`src/rtl/load_store_unit_pkg.sv`:
```
// Shared definitions for the load/store unit: control encodings, size codes, FSM states
// and the default I/O region tag.
package load_store_unit_pkg;

   localparam logic        RstEnable    = 1'b1;
   localparam logic        WriteEnable  = 1'b1;
   localparam logic        WriteDisable = 1'b0;
   localparam logic        Hit          = 1'b1;
   localparam logic        Miss         = 1'b0;
   localparam logic [31:0] ZeroWord     = 32'h0000_0000;

   localparam logic [1:0] SizeByte = 2'd0;
   localparam logic [1:0] SizeHalf = 2'd1;
   localparam logic [1:0] SizeWord = 2'd2;

   localparam logic [1:0] IoBaseHi = 2'b11;

   typedef enum logic [2:0] {
      StIdle = 3'd0,
      StGnt  = 3'd1,
      StRd   = 3'd2,
      StWr   = 3'd3,
      StDone = 3'd4
   } lsu_state_e;

   // Illegal size code 3 is treated as a word access.
   function automatic logic [2:0] size_bytes(input logic [1:0] size);
      case (size)
         SizeByte: size_bytes = 3'd1;
         SizeHalf: size_bytes = 3'd2;
         default:  size_bytes = 3'd4;
      endcase
   endfunction

endpackage

```
`src/rtl/lsu_extend.sv`:
```
// Load data formatter: picks the byte/half lane out of a word and zero- or sign-extends it.
module lsu_extend
   import load_store_unit_pkg::*;
(
   input  logic [31:0] word_i,
   input  logic [1:0]  offset_i,
   input  logic [1:0]  size_i,
   input  logic        signed_i,
   output logic [31:0] data_o
);

   logic [7:0]  lane_b;
   logic [15:0] lane_h;

   always_comb begin
      lane_b = word_i[7:0];
      unique case (offset_i)
         2'd0: lane_b = word_i[7:0];
         2'd1: lane_b = word_i[15:8];
         2'd2: lane_b = word_i[23:16];
         2'd3: lane_b = word_i[31:24];
         default: lane_b = word_i[7:0];
      endcase
      lane_h = offset_i[1] ? word_i[31:16] : word_i[15:0];

      unique case (size_i)
         SizeByte: data_o = {{24{signed_i & lane_b[7]}}, lane_b};
         SizeHalf: data_o = {{16{signed_i & lane_h[15]}}, lane_h};
         default:  data_o = word_i;
      endcase
   end

endmodule

```
`src/rtl/load_store_unit.sv`:
```
// MEM-stage load/store engine: dcache lookup, byte-serial RAM transactions on miss, I/O
// or store, and dcache fill/update on completion.
module load_store_unit
   import load_store_unit_pkg::*;
#(
   parameter logic [1:0] IO_BASE_HI = IoBaseHi
) (
   input  logic        clk,
   input  logic        rst,
   input  logic        rdy,
   input  logic        req_valid_i,
   input  logic        req_we_i,
   input  logic [31:0] req_addr_i,
   input  logic [1:0]  req_size_i,
   input  logic        req_signed_i,
   input  logic [31:0] req_wdata_i,
   output logic        done_o,
   output logic [31:0] rdata_o,
   output logic        busy_o,
   output logic [31:0] dc_raddr_o,
   input  logic        dc_hit_i,
   input  logic [31:0] dc_data_i,
   output logic        dc_we_o,
   output logic [31:0] dc_waddr_o,
   output logic [31:0] dc_wdata_o,
   output logic        mem_req_o,
   input  logic        mem_gnt_i,
   output logic [31:0] mem_a_o,
   output logic        mem_wr_o,
   output logic [7:0]  mem_dout_o,
   input  logic [7:0]  mem_din_i
);

   lsu_state_e  state_q, state_d;
   logic        we_q, we_d;
   logic [31:0] addr_q, addr_d;
   logic [1:0]  size_q, size_d;
   logic        signed_q, signed_d;
   logic [31:0] wdata_q, wdata_d;
   logic        hit_q, hit_d;
   logic        io_q, io_d;
   logic [31:0] word_q, word_d;
   logic [2:0]  k_q, k_d;
   logic [31:0] mem_a_q, mem_a_d;
   logic [7:0]  mem_dout_q, mem_dout_d;
   logic [31:0] rdata_q, rdata_d;

   logic        req_io;
   logic [2:0]  n_bytes;
   logic [2:0]  m_bytes;
   logic [31:0] base;
   logic [1:0]  ext_off;
   logic [1:0]  ext_size;
   logic        ext_signed;
   logic [31:0] ext_data;
   logic [31:0] merged;
   logic        dc_write;

   assign req_io  = (req_addr_i[17:16] == IO_BASE_HI);
   assign n_bytes = size_bytes(size_q);
   // Cached loads always fetch the whole word so the fill is complete.
   assign m_bytes = io_q ? n_bytes : 3'd4;
   assign base    = (io_q || we_q) ? addr_q : {addr_q[31:2], 2'b00};

   // In IDLE the extender sees the live request so a hit completes without a RAM trip.
   always_comb begin
      if (state_q == StIdle) begin
         ext_off    = req_io ? 2'b00 : req_addr_i[1:0];
         ext_size   = req_size_i;
         ext_signed = req_signed_i;
      end else begin
         ext_off    = io_q ? 2'b00 : addr_q[1:0];
         ext_size   = size_q;
         ext_signed = signed_q;
      end
   end

   lsu_extend u_extend (
      .word_i   (word_d),
      .offset_i (ext_off),
      .size_i   (ext_size),
      .signed_i (ext_signed),
      .data_o   (ext_data)
   );

   // Byte k arrives while the counter reads k+1; it lands in lane k.
   always_comb begin
      word_d = word_q;
      if (state_q == StIdle && req_valid_i) begin
         word_d = dc_data_i;
      end else if (state_q == StRd) begin
         for (int i = 0; i < 4; i++) begin
            if (k_q == 3'(i + 1)) word_d[8*i +: 8] = mem_din_i;
         end
      end
   end

   always_comb begin
      state_d    = state_q;
      we_d       = we_q;
      addr_d     = addr_q;
      size_d     = size_q;
      signed_d   = signed_q;
      wdata_d    = wdata_q;
      hit_d      = hit_q;
      io_d       = io_q;
      k_d        = k_q;
      mem_a_d    = mem_a_q;
      mem_dout_d = mem_dout_q;
      rdata_d    = rdata_q;

      unique case (state_q)
         StIdle: begin
            if (req_valid_i) begin
               we_d     = req_we_i;
               addr_d   = req_addr_i;
               size_d   = req_size_i;
               signed_d = req_signed_i;
               wdata_d  = req_wdata_i;
               hit_d    = dc_hit_i;
               io_d     = req_io;
               k_d      = 3'd0;
               if (!req_we_i && !req_io && dc_hit_i == Hit) begin
                  state_d = StDone;
                  rdata_d = ext_data;
               end else begin
                  state_d = StGnt;
               end
            end
         end
         StGnt: begin
            if (mem_gnt_i) begin
               k_d     = 3'd0;
               mem_a_d = base;
               if (we_q) begin
                  state_d    = StWr;
                  mem_dout_d = wdata_q[7:0];
               end else begin
                  state_d = StRd;
               end
            end
         end
         StRd: begin
            if (k_q == m_bytes) begin
               state_d = StDone;
               rdata_d = ext_data;
            end else begin
               k_d = k_q + 3'd1;
               if ((k_q + 3'd1) < m_bytes) mem_a_d = mem_a_q + 32'd1;
            end
         end
         StWr: begin
            if (k_q == n_bytes - 3'd1) begin
               state_d = StDone;
            end else begin
               k_d     = k_q + 3'd1;
               mem_a_d = mem_a_q + 32'd1;
               for (int i = 0; i < 3; i++) begin
                  if (k_q == 3'(i)) mem_dout_d = wdata_q[8*(i+1) +: 8];
               end
            end
         end
         StDone: begin
            state_d = StIdle;
         end
         default: begin
            state_d = StIdle;
         end
      endcase
   end

   // Store bytes overlaid on the latched dcache word; a word store replaces it entirely.
   always_comb begin
      merged = word_q;
      for (int j = 0; j < 4; j++) begin
         for (int i = 0; i < 4; i++) begin
            if (i < int'(n_bytes) && j == int'(addr_q[1:0]) + i) begin
               merged[8*j +: 8] = wdata_q[8*i +: 8];
            end
         end
      end
   end

   // Partial stores never allocate; I/O never touches the dcache.
   assign dc_write = !io_q && (we_q ? (n_bytes == 3'd4 || hit_q == Hit) : (hit_q == Miss));

   always_ff @(posedge clk) begin
      if (rst == RstEnable) begin
         state_q    <= StIdle;
         we_q       <= 1'b0;
         addr_q     <= ZeroWord;
         size_q     <= SizeByte;
         signed_q   <= 1'b0;
         wdata_q    <= ZeroWord;
         hit_q      <= Miss;
         io_q       <= 1'b0;
         word_q     <= ZeroWord;
         k_q        <= 3'd0;
         mem_a_q    <= ZeroWord;
         mem_dout_q <= 8'h00;
         rdata_q    <= ZeroWord;
      end else if (rdy) begin
         state_q    <= state_d;
         we_q       <= we_d;
         addr_q     <= addr_d;
         size_q     <= size_d;
         signed_q   <= signed_d;
         wdata_q    <= wdata_d;
         hit_q      <= hit_d;
         io_q       <= io_d;
         word_q     <= word_d;
         k_q        <= k_d;
         mem_a_q    <= mem_a_d;
         mem_dout_q <= mem_dout_d;
         rdata_q    <= rdata_d;
      end
   end

   assign done_o     = (state_q == StDone);
   assign rdata_o    = rdata_q;
   assign busy_o     = req_valid_i & ~done_o;
   assign dc_raddr_o = {req_addr_i[31:2], 2'b00};
   assign dc_we_o    = (state_q == StDone) && dc_write ? WriteEnable : WriteDisable;
   assign dc_waddr_o = {addr_q[31:2], 2'b00};
   assign dc_wdata_o = we_q ? merged : word_q;
   assign mem_req_o  = (state_q == StGnt) || (state_q == StRd) || (state_q == StWr);
   assign mem_a_o    = mem_a_q;
   assign mem_wr_o   = (state_q == StWr);
   assign mem_dout_o = mem_dout_q;

endmodule

```
`config.mk`:
```
export PLATFORM = sky130hd
export DESIGN_NAME = load_store_unit
export DESIGN_NICKNAME = d
export VERILOG_FILES = /design/src/rtl/load_store_unit_pkg.sv /design/src/rtl/lsu_extend.sv /design/src/rtl/load_store_unit.sv
export SDC_FILE = /design/constraint.sdc
export NUM_CORES = 1
export LEC_CHECK = 0
export ABC_AREA = 1
export CORE_MARGIN = 5
export CORE_UTILIZATION = 35
export CTS_CLUSTER_SIZE = 14
export DETAILED_ROUTE_END_ITERATION = 12
export GPL_ROUTABILITY_DRIVEN = 0
export SYNTH_ARGS = -nofsm -noshare
export SYNTH_HDL_FRONTEND = slang
export SYNTH_SLANG_ARGS = --single-unit
export TNS_END_PERCENT = 5
```
`constraint.sdc`:
```
create_clock -name clk -period 3.99 [get_ports clk]
set_clock_uncertainty 0.15 [all_clocks]
set_input_delay 0.399 -clock clk [delete_from_list [all_inputs] [get_ports clk]]
set_output_delay 0.399 -clock clk [all_outputs]
set_load 0.05 [all_outputs]
```
Yosys cells after proc, flatten, opt, wreduce, memory -nomap -nowiden
Cells that the tools add are included.

cells by class
  $add $sub $neg = 6
  $lt $le $gt $ge = 5
  eq/ne operators = 39
  muxes and demuxes = 64
  bitwise gates (word level) = 5
  reductions and logical operators = 47

operators with widths
  operator               count
  $mux 32                10
  $mux 8                 26
  $logic_not 32->1       4
  $pmux 32 s2            2
  $eq 2x32->1 const A    3
  $eq 3x32->1 const A    3
  $pmux 32 s3            1
  $add 32x1->32 const B  1
  $pmux 8 s4             1
  $mux 3                 10
  $pmux 3 s4             2
  $logic_and 1x1->1      21
  $reduce_and 6->1       3
  $mux 16                1
  $pmux 8 s2             1
  $eq 3x2->1 const B     4
  $mux 2                 5
  $ne 2x2->1 const B     5
  $reduce_and 5->1       2
  $eq 2x3->1 const A     3
  $eq 3x3->1 const B     3
  $ne 2x1->1 const B     4
  $add 2x2->3 const B    2
  $eq 2x1->1 const B     3
  other kinds (24)       46

word-level totals
  flip-flop bits (word level) = 180
  input bits = 114
  output and inout bits = 173
  word-level logic and storage cells = 179

Longest topological paths before layout
Gate-level depths: netlist of run 1.

  depth in word-level cells = 10
  depth in mapped cells = 18
  gate-level depth less buffers = 16

Cells and area by module
From an unflattened synthesis of run 1, not the netlist that was laid out.

unflattened totals
  cell total of the unflattened synthesis = 1,846
  area, all modules = 11,478.5 sq um

by module, submodules not included
  module           instances  cells each  area each (sq um)
  load_store_unit  1          1,678       10,590.2
  lsu_extend       1          168         888.4

Worst setup path after synthesis of run 1
Ideal clock, no wire load.

  path kind = register to output
  from = register state_q[2]
  to = output port dc_we_o
  arrival = 3.061 ns
  slack = 0.380 ns
  stages on the path, launching flop included = 5
  path buffers = 0
  cells stage by stage = dfxtp_1 -> inv_2 -> nor3_1 -> o21ai_0 -> nor3_1

on the way
  longest elaborated chain between the ends = 3

RTL lines
  item                    line                    RTL
  start, declared         load_store_unit.sv:34   lsu_state_e state_q, state_d;
  start signal, assigned  load_store_unit.sv:189  state_q <= StIdle;
  start signal, assigned  load_store_unit.sv:203  state_q <= state_d;
  $eq 3x3->1              -
  net done_o              load_store_unit.sv:17   output logic done_o,
  $logic_and 1x1->1       load_store_unit.sv:223  assign dc_we_o = (state_q == StDone) && dc_write ? WriteEnable : WriteDisable;
  $mux 1                  load_store_unit.sv:223
  end, declared           load_store_unit.sv:23   output logic dc_we_o,

The timed path passes the listed nets, and every way through them passes these cells.

Worst setup path in the final report of run 1
  from = register size_q[0]
  to = output port dc_wdata_o[30]

on the way
  longest elaborated chain between the ends = 9
  elaborated cells on any way between the ends = 16
  those cells by class = order compare (4); eq/ne (1); mux (6); reduce/logical (5)

RTL lines
  item                                                  line                       RTL
  start, declared                                       load_store_unit.sv:37      logic [1:0] size_q, size_d;
  start signal, assigned                                load_store_unit.sv:192     size_q <= SizeByte;
  start signal, assigned                                load_store_unit.sv:206     size_q <= size_d;
  $eq 2x1->1 / $logic_not 2->1 (equally long branches)  load_store_unit_pkg.sv:28  case (size)
  $pmux 3 s2 (*)                                        load_store_unit_pkg.sv:28
  $lt 1x3->1                                            load_store_unit.sv:177     if (i < int'(n_bytes) && j == int'(addr_q[1:0]) + i) begin
  $logic_and 1x1->1                                     load_store_unit.sv:177
  $mux 8 (3 in a row)                                   load_store_unit.sv:177
  $mux 8 (*)                                            load_store_unit.sv:177
  $mux 32 (*)                                           load_store_unit.sv:225     assign dc_wdata_o = we_q ? merged : word_q;
  end, declared                                         load_store_unit.sv:25      output logic [31:0] dc_wdata_o,

Mark *: on every way between the ends. The rest lies on a longest branch, timed or not.

==> results of run 1 <==
-- cells in the final DEF, fill, tap and decap left out, types with 11 or more instances in the layout --
master / n
o21a_1: 16
nand2_1: 332
nand4_1: 11
dlymetal6s2s_1: 12
inv_1: 185
o211ai_1: 17
nor2_1: 177
nor3_1: 23
o221ai_1: 11
dfxtp_1: 180
or2_1: 13
o21ai_0: 245
clkbuf_16: 17
clkdlybuf4s50_1: 270
o22ai_1: 12
buf_4: 15
a21oi_1: 177
ha_1: 11
nand3_1: 90
or2_2: 14
-- layout make-up --
type	instances	area share (%)
Sequential cell	180	24.7
Clock inverter	14	0.926
Inverter	200	5.19
Multi-Input combinational cell	1234	41.9
Timing Repair Buffer	299	20.6
Clock buffer	18	2.94
Tap cell	442	3.79
-- flip-flops by register name (all words and copies together), names as in the netlist --
register    cells
rdata_o        32
signed_q        1
hit_q           1
io_q            1
k_q             3
state_q         3
word_q         32
size_q          2
mem_a_o        32
mem_dout_o      8
we_q            1
addr_q         32
wdata_q        32
-- where the power goes --
group	switching (uW)	internal, uW
sequential	156	1960
combinational	1500	707
clock	851	832
total	2510	3490
-- worst max-delay path, stage by stage (launching register included) --
cell             delay, ns
dfxtp_1               0.36
nor2_1                0.29
inv_1                 0.15
ha_1                  0.36
nor2_1                0.14
inv_1                 0.23
o21ai_0               0.23
a21oi_1               0.07
o22ai_1               0.16
clkdlybuf4s50_1       0.83
-- kinds of logic after synthesis --
logic type	synth area share [%]
AND/OR/NAND/NOR	26.9
AO/OA/AOI/OAI	24.4
buffers and inverters	14.9
flip-flops	31.6
XOR/XNOR	0.999
adder cells (fa/ha/maj)	1.21
other	0.0329
-- worst paths after layout --
kind              cells past startpoint                    start  slack (ns)                        to
setup / recovery                      9   size_q[0]$_SDFFE_PP0P_        0.18            dc_wdata_o[30]
hold reg to reg                       2  rdata_o[1]$_SDFFE_PP0P_        0.32   rdata_o[1]$_SDFFE_PP0P_
setup reg to reg                     13   size_q[0]$_SDFFE_PP0P_        0.89  mem_a_o[21]$_SDFFE_PP0P_
hold / removal                        2  rdata_o[1]$_SDFFE_PP0P_        0.32   rdata_o[1]$_SDFFE_PP0P_
-- through the flow --
stage	setup slack, ns	hold slack [ns]	total power [uW]	utilization (%)	area (um^2)
finish	0.176	0.325	6000	45.1	14600
floorplan	0.380	0.286	3660	-	11400
global route	0.0185	0.346	6310	45.1	14600
global placement	0.660	0.303	4330	43.2	14000
detailed placement	0.570	0.311	4350	43.2	14000
CTS	0.111	0.328	6030	45.0	14600
-- routing by layer --
layer  part of all wire (%)  up-vias  track usage, %  wire, um
li1                       -     6064               -         -
met2                     47      539            38.6     20000
met4                    4.1        0            9.12      1730
met1                     42     5602            28.9     17800
met3                    6.7       90            3.72      2850
met5                      0        -               0         0
==> impl_metrics.csv, run 1 <==
group,metric,value,unit
cells_and_area,finalNonFillerCells,2387,
logic_synthesis,synth_commonest_cells,"332 x nand2_1, 245 x o21ai_0, 186 x inv_1, 180 x dfxtp_1",
floorplanning,placement_rows,66,
logic_synthesis,synth-seq-cells,180,
detailed_routing,viasPerCell,5.15,
min_path,min_path_type,"flip-flop to flip-flop",
grt,global_route.usage.total,22.7,%
logic_synthesis,number_of_enable_flip_flop_cells_after_synthesis,0,
logic_synthesis,synth.most_common_cell,"nand2_1",
clock_tree,cts_resized,0,
detailed_routing,dr.pass1.iters,6,
logic_synthesis,synth_largest_area_cell,"dfxtp_1",
detailed_routing,route.vias.total,12295,
clock_tree,cts_tree,"built",
clock_tree,cts_root_buf,"clkbuf_16",
timing,tns,0,ns
logic_synthesis,synth_cells,1768,
timing,grt_setup_unrepaired,"no",
logic_synthesis,post_synth_instance_area,11400,um^2
detailed_routing,antenna_violating_nets_post_route,0,
detailed_routing,drcViolationCount,0,
worst_setup_path,critical_path_class,"flip-flop to output port",
placed_design,numPortBuffers,282,
clock_tree,htree_levels,4,
grt,vias_in_the_first_global_route,11865,
cells_and_area,multi_input_gate_area_in_the_final_layout,6110,um^2
timing,timing.final.max_slew_violations,0,
run,max_cap_viol_count,0,
logic_synthesis,postSynthAreaPerCell,6.45,um^2
floorplanning,boundaryPins,287,
clock_tree,worst_setup_hold_path_clk_slew,0.08,ns
clock_tree,clk_latency,0.44,ns
clock_tree,cts_max_path_buffers,2,
worst_setup_path,cp-start-kind,"flip-flop",
cells_and_area,post_route_cells_drive_above_1_share,6.17,%
logic_synthesis,leading_post_synthesis_cells_by_cell_area,"dfxtp_1 32%, nand2_1 11%, o21ai_0 11%, a21oi_1 7.8%, inv_1 6.1%",
timing,worst_slew_pin_slew,0.671,ns
detailed_routing,drt_wl_total,42.3,mm
cells_and_area,seqCellArea,3600,um^2
logic_synthesis,synth.yosys.warnings,0,
power_and_ir_drop,p_leak,0.00598,uW
placed_design,dp.final_hpwl,32.3,mm
cells_and_area,fillerInstances,3340,
floorplanning,core_region,32400,um^2
worst_setup_path,timing.critical_path.to_type,"output port",
floorplanning,fp.dieW,190,um
timing,timing.final.setup_violations,0,
placed_design,post-place-cells,2355,
clock_tree,holdBufCountCts,0,
logic_synthesis,synthDistinctLibCells,48,
detailed_routing,post_drt_wl_per_cell,17.7,um
cells_and_area,syn2layout_area_growth,28.1,%
timing,relSlewSlack,55.1,%
grt,grt_pass1_wl,65.6,mm
clock_tree,cts_made_buffers,17,
cells_and_area,diodes,0,
logic_synthesis,seq_area_frac_synth,31.6,%
power_and_ir_drop,vdd_ir_drop_max,0.000329,V
cells_and_area,finish.net_count,2057,
worst_setup_path,worstPathArrival,3.27,ns
worst_setup_path,crit_required,3.44,ns
grt,antenna_violations_before_repair,0,
floorplanning,die_height,190,um
clock_tree,clock_sinks,180,
floorplanning,start_util,35.2,%
grt,grt_max_degree,73,
timing,final_critical_period,3.81,ns
logic_synthesis,synthDominantCellAreaShare,31.6,%
timing,period_share,95.6,%
power_and_ir_drop,p_per_area,411,nW/um^2
worst_setup_path,critical_path.max_fanout,16,
floorplanning,die-area,36300,um^2
clock_tree,post-cts-setup-buffers,0,
detailed_routing,drt_first_iter_violations,1048,
logic_synthesis,async_flop_share,0,%
grt,globalRouteOverflowTotal,0,
timing,final-hold-violation-count,0,
logic_synthesis,postSynth.topFlopCell,"dfxtp_1",
timing,maxClockFrequency,262,MHz
outcome,result_of_the_run,"finished, final reports clean",
(Power assumes the default switching activity.)
==> run 2: changes to the inputs <==
- PLACE_DENSITY: not set -> 0.66
==> run 2 against run 1 <==
Net effect: final cell count unchanged; first-iteration DRC count increased by 17%; cell area about the same; total power decreased by 0.38%; count of clock-buffer cells in the layout decreased by 1; sequential share of layout area about the same; global-route usage decreased by 0.81 points; worst hold slack improved by 0.0016 ns; worst setup slack got worse by 0.033 ns; largest power group unchanged; sequential cell count unchanged.
==> impl_metrics.csv, run 2 (synthesis gave the netlist of run 1 again) <==
group,metric,value,unit
timing,grt_setup_unrepaired,"no",
timing,timing.final.max_slew_violations,0,
grt,antenna_violations_before_repair,0,
placed_design,dp.final_hpwl,31.7,mm
detailed_routing,antenna_violating_nets_post_route,0,
detailed_routing,drcViolationCount,0,
grt,global_route.usage.total,21.9,%
clock_tree,htree_levels,4,
detailed_routing,dr.pass1.iters,6,
worst_setup_path,timing.critical_path.to_type,"output port",
timing,final_critical_period,3.85,ns
clock_tree,cts_made_buffers,17,
power_and_ir_drop,vdd_ir_drop_max,0.000297,V
timing,timing.final.setup_violations,0,
clock_tree,cts_tree,"built",
detailed_routing,viasPerCell,5.16,
worst_setup_path,timing.critical_path.slowest_cell_delay,0.75,ns
worst_setup_path,critical_path_class,"flip-flop to output port",
min_path,min_path_type,"flip-flop to flip-flop",
clock_tree,post-cts-setup-buffers,0,
cells_and_area,diodes,0,
floorplanning,die-area,36300,um^2
floorplanning,placement_rows,66,
run,max_cap_viol_count,0,
grt,busiest_layer,"met2",
cells_and_area,most_used_cells_in_the_layout_excluding_fill_and_tap_cells,"332 x nand2_1, 274 x clkdlybuf4s50_1, 245 x o21ai_0, 185 x inv_1, 180 x dfxtp_1",
power_and_ir_drop,p_per_area,410,nW/um^2
clock_tree,cts_max_path_buffers,2,
detailed_routing,drt_wl_total,41.1,mm
cells_and_area,mostFrequentLayoutCell,"nand2_1",
floorplanning,fp.dieW,190,um
clock_tree,cts_root_buf,"clkbuf_16",
clock_tree,worst_setup_hold_path_clk_slew,0.08,ns
timing,worst_slew_pin_slew,0.658,ns
worst_setup_path,cp_slowest_cell,"clkdlybuf4s50_1",
worst_setup_path,cp-start-kind,"flip-flop",
detailed_routing,post_drt_wl_per_cell,17.2,um
timing,period_share,96.4,%
worst_setup_path,crit_path_cell_trace,"nor2_1 > inv_1 > ha_1 > nor2_1 > inv_1 > o21ai_0 > o221ai_1 > o21ai_0 > clkdlybuf4s50_1",
clock_tree,holdBufCountCts,0,
cells_and_area,post_route_cells_drive_above_1_share,6.22,%
detailed_routing,drt_first_iter_violations,1229,
grt,grt_pass1_wl,63.7,mm
grt,globalRouteMet3Util,3.94,%
placed_design,post_dp_cell_area,14000,um^2
grt,globalRouteOverflowTotal,0,
grt,grt.met1_usage,27.8,%
worst_setup_path,crit_required,3.44,ns
worst_setup_path,critical-path-top-delay-family,"buffers and inverters",
placed_design,preCtsSetupSlack,0.568,ns
floorplanning,die_height,190,um
worst_setup_path,timing.critical_path.buf_inv,3,
timing,fin_worst_hold_slack,0.327,ns
cells_and_area,fin_area,14600,um^2
detailed_routing,route.vias.total,12314,
timing,relSlewSlack,56.1,%
clock_tree,cts_resized,0,
worst_setup_path,critical_path.max_fanout,16,
power_and_ir_drop,total_power_of_the_final_layout,5980,uW
floorplanning,boundaryPins,287,
grt,grt_use_met2,37.2,%
power_and_ir_drop,p_leak,0.00592,uW
grt,grt_max_degree,73,
worst_setup_path,worstPathArrival,3.30,ns
grt,vias_in_the_first_global_route,11864,
clock_tree,clock_sinks,180,
floorplanning,core_region,32400,um^2
timing,final-hold-violation-count,0,
timing,final_critical_path_setup_slack,0.143,ns
floorplanning,start_util,35.2,%
timing,maxClockFrequency,260,MHz
timing,tns,0,ns
clock_tree,clk_latency,0.44,ns
outcome,result_of_the_run,"finished, final reports clean",
cells_and_area,syn2layout_area_growth,27.9,%
cells_and_area,finish.net_count,2058,
placed_design,numPortBuffers,282,
[run 2: metrics by stage]
step,std cells,util [%]
after floorplan,1771,-
after global placement,2356,43.2
after detailed placement,2356,43.2
after CTS,2387,45.0
after global routing,2387,45.0
final,2387,45.0
[run 2: worst reg2reg max path, stage by stage, from the launching register on]
cell      delay [ns]
dfxtp_1         0.37
nor2_1          0.32
inv_1           0.16
ha_1            0.28
nor2_1          0.18
nor2_1          0.06
nor3_1          0.28
nand2_1         0.10
nand2_1         0.10
nand3_1         0.16
clkinv_1        0.34
buf_4           0.32
o21ai_0         0.13
a21oi_2         0.11
[run 2: layout make-up]
| class | count | area, um^2 |
|---|---|---|
| clock buffer | 17 | 425 |
| clock inverter | 14 | 140 |
| fill | 3362 | 17800 |
| inverter | 200 | 757 |
| multi-input combinational | 1234 | 6110 |
| sequential | 180 | 3600 |
| tap | 442 | 553 |
| timing repair buffer | 300 | 2990 |
[run 2: path summary, 6_finish.rpt]
kind / slack (ns) / startpoint / endpoint / cells past startpoint
max: 0.14 / size_q[0]$_SDFFE_PP0P_ / dc_wdata_o[18] / 9
min: 0.33 / rdata_o[4]$_SDFFE_PP0P_ / rdata_o[4]$_SDFFE_PP0P_ / 2
max reg2reg: 0.86 / size_q[0]$_SDFFE_PP0P_ / rdata_o[15]$_SDFFE_PP0P_ / 13
min reg2reg: 0.33 / rdata_o[4]$_SDFFE_PP0P_ / rdata_o[4]$_SDFFE_PP0P_ / 2
[run 2: layer usage]
metal,vias to the layer above,part of all wire (%)
met1,5565,41
met4,0,3.4
met5,-,0
li1,6053,-
met2,609,47
met3,87,8.4
[run 2: power breakdown]
part           internal, uW  total [uW]  switching, uW
registers              1960        2110            158
logic                   707        2200           1490
clock network           828        1670            840
total                  3490        5980           2490
==> run 3: changes to the inputs <==
- clock period: 3.99 -> 4.6 ns (I/O delays scaled with it)
==> run 3 against run 2 <==
Net effect: non-clock buffer count down 4; clock power down 11%; highest routed layer unchanged; largest cell class unchanged; final cell count down 0.13%; critical path type unchanged.
==> impl_metrics.csv, run 3 (synthesis gave the netlist of run 1 again) <==
group,metric,value,unit
cells_and_area,finalNonFillerCells,2384,
cells_and_area,syn2layout_area_growth,27.7,%
worst_setup_path,timing.critical_path.buf_inv,3,
placed_design,post_dp_cell_area,14000,um^2
clock_tree,worst_setup_hold_path_clk_slew,0.08,ns
floorplanning,die_height,190,um
grt,globalRouteOverflowTotal,0,
detailed_routing,drt_first_iter_violations,1303,
run,max_cap_viol_count,0,
detailed_routing,antenna_violating_nets_post_route,0,
timing,tns,0,ns
clock_tree,cts_resized,0,
detailed_routing,dr.pass1.iters,6,
worst_setup_path,worstPathArrival,3.58,ns
grt,antenna_violations_before_repair,0,
timing,grt_setup_unrepaired,"no",
grt,vias_in_the_first_global_route,11766,
worst_setup_path,crit_path_cell_trace,"nor2_1 > inv_1 > ha_1 > nor2_1 > inv_1 > o211ai_1 > o21ai_0 > a21oi_1 > o21ai_0 > clkdlybuf4s50_1",
clock_tree,post-cts-setup-buffers,0,
grt,grt.met1_usage,27.5,%
worst_setup_path,critical_path_class,"flip-flop to output port",
detailed_routing,drcViolationCount,0,
worst_setup_path,timing.critical_path.to_type,"output port",
clock_tree,cts_root_buf,"clkbuf_16",
cells_and_area,finish.net_count,2054,
cells_and_area,mostFrequentLayoutCell,"nand2_1",
detailed_routing,route.vias.total,12323,
grt,busiest_layer,"met2",
grt,global_route.usage.total,22.0,%
placed_design,post-place-cells,2352,
clock_tree,htree_levels,4,
timing,final-hold-violation-count,0,
clock_tree,holdBufCountCts,0,
cells_and_area,post_route_cells_drive_above_1_share,6.08,%
power_and_ir_drop,switchingPower,2190,uW
power_and_ir_drop,vdd_ir_drop_max,0.000255,V
floorplanning,start_util,35.2,%
timing,timing.final.setup_violations,0,
worst_setup_path,timing.critical_path.slowest_cell_delay,0.85,ns
worst_setup_path,critical-path-top-delay-family,"buffers and inverters",
timing,final_critical_period,4.19,ns
power_and_ir_drop,comb_power_share,36.5,%
detailed_routing,post_drt_wl_per_cell,17.4,um
clock_tree,clk_latency,0.44,ns
timing,maxClockFrequency,239,MHz
worst_setup_path,critical_path.max_fanout,16,
grt,grt_pass1_wl,63.8,mm
power_and_ir_drop,p_leak,0.00580,uW
cells_and_area,fillerInstances,3370,
cells_and_area,most_used_cells_in_the_layout_excluding_fill_and_tap_cells,"332 x nand2_1, 282 x clkdlybuf4s50_1, 245 x o21ai_0, 185 x inv_1, 180 x dfxtp_1",
placed_design,dp.final_hpwl,31.8,mm
power_and_ir_drop,switching_share,41.9,%
detailed_routing,viasPerCell,5.17,
worst_setup_path,cp-start-kind,"flip-flop",
clock_tree,cts_max_path_buffers,2,
clock_tree,cts_tree,"built",
floorplanning,placement_rows,66,
placed_design,numPortBuffers,282,
timing,worst_slew_pin_slew,0.882,ns
detailed_routing,drt_wl_total,41.4,mm
timing,timing.final.max_slew_violations,0,
power_and_ir_drop,total_power_of_the_final_layout,5230,uW
power_and_ir_drop,p_per_area,359,nW/um^2
grt,globalRouteMet3Util,3.94,%
clock_tree,clock_sinks,180,
floorplanning,fp.dieW,190,um
cells_and_area,layout.core_utilization,45.0,%
grt,grt_use_met2,37.5,%
clock_tree,cts_made_buffers,17,
floorplanning,die-area,36300,um^2
power_and_ir_drop,p_int,3040,uW
timing,period_share,91.0,%
cells_and_area,fin_area,14600,um^2
worst_setup_path,crit_required,3.99,ns
power_and_ir_drop,p_clk_share,28.5,%
power_and_ir_drop,sequentialPowerShare,35.0,%
floorplanning,core_region,32400,um^2
outcome,result_of_the_run,"finished, final reports clean",
grt,grt_max_degree,56,
timing,relSlewSlack,40.9,%
cells_and_area,diodes,0,
worst_setup_path,cp_slowest_cell,"clkdlybuf4s50_1",
min_path,min_path_type,"flip-flop to flip-flop",
floorplanning,boundaryPins,287,
-- run 3: changes by cell type in the layout (fill, tap and decap cells not counted), sizes merged --
cell           change
buf                -4
clkdlybuf4s50      +8
clkinv             +2
clkinvlp           -2
dlymetal6s2s       -8
inv                +1
-- run 3: cell type report --
type | count | area (um^2) | area share, %
clock buffer | 17 | 425 | 2.92
clock inverter | 15 | 168 | 1.15
multi-input combinational | 1234 | 6110 | 42.0
inverter | 200 | 757 | 5.20
timing repair buffer | 296 | 2940 | 20.2
tap | 442 | 553 | 3.80
sequential | 180 | 3600 | 24.8
-- run 3: per-stage QoR --
step	worst slack [ns]	hold slack, ns
6_report	0.414	0.322
5_1_grt	0.196	0.337
4_1_cts	0.470	0.323
3_5_place_dp	0.958	0.312
3_3_place_gp	1.05	0.299
2_1_floorplan	0.929	0.286
-- run 3: worst reg2reg max path: stages, from the launching register on --
cell	delay, ns
dfxtp_1	0.37
nor2_1	0.32
inv_1	0.15
ha_1	0.28
nor3_1	0.22
nor3_1	0.08
nand2_1	0.06
nand2_1	0.06
nand3_1	0.10
buf_4	0.30
clkinv_1	0.78
o21ai_0	0.58
a21oi_2	0.04
-- run 3: path summary, 6_finish.rpt --
| path | slack (ns) | cells past startpoint | to | startpoint |
|---|---|---|---|---|
| max reg2reg | 0.99 | 12 | rdata_o[9]$_SDFFE_PP0P_ | size_q[0]$_SDFFE_PP0P_ |
| min | 0.32 | 2 | hit_q$_SDFFE_PP0P_ | hit_q$_SDFFE_PP0P_ |
| max | 0.41 | 10 | dc_wdata_o[26] | size_q[0]$_SDFFE_PP0P_ |
| min reg2reg | 0.32 | 2 | hit_q$_SDFFE_PP0P_ | hit_q$_SDFFE_PP0P_ |
-- run 3: power groups by stage --
stage / Clock [uW] / Combinational (uW) / Sequential [uW]
global placement: 0 / 1880 / 1860
floorplan: 0 / 1180 / 2000
detailed placement: 0 / 1900 / 1870
finish: 1490 / 1910 / 1830
CTS: 1520 / 1900 / 1830
global route: 1580 / 2060 / 1850
-- run 3: routing by layer --
metal  vias up  routed length, um  share of wire (%)
met2       617              19300                 47
li1       6051                  -                  -
met1      5567              17100                 41
met3        88               3460                8.3
met5         -                  0                  0
met4         0               1580                3.8
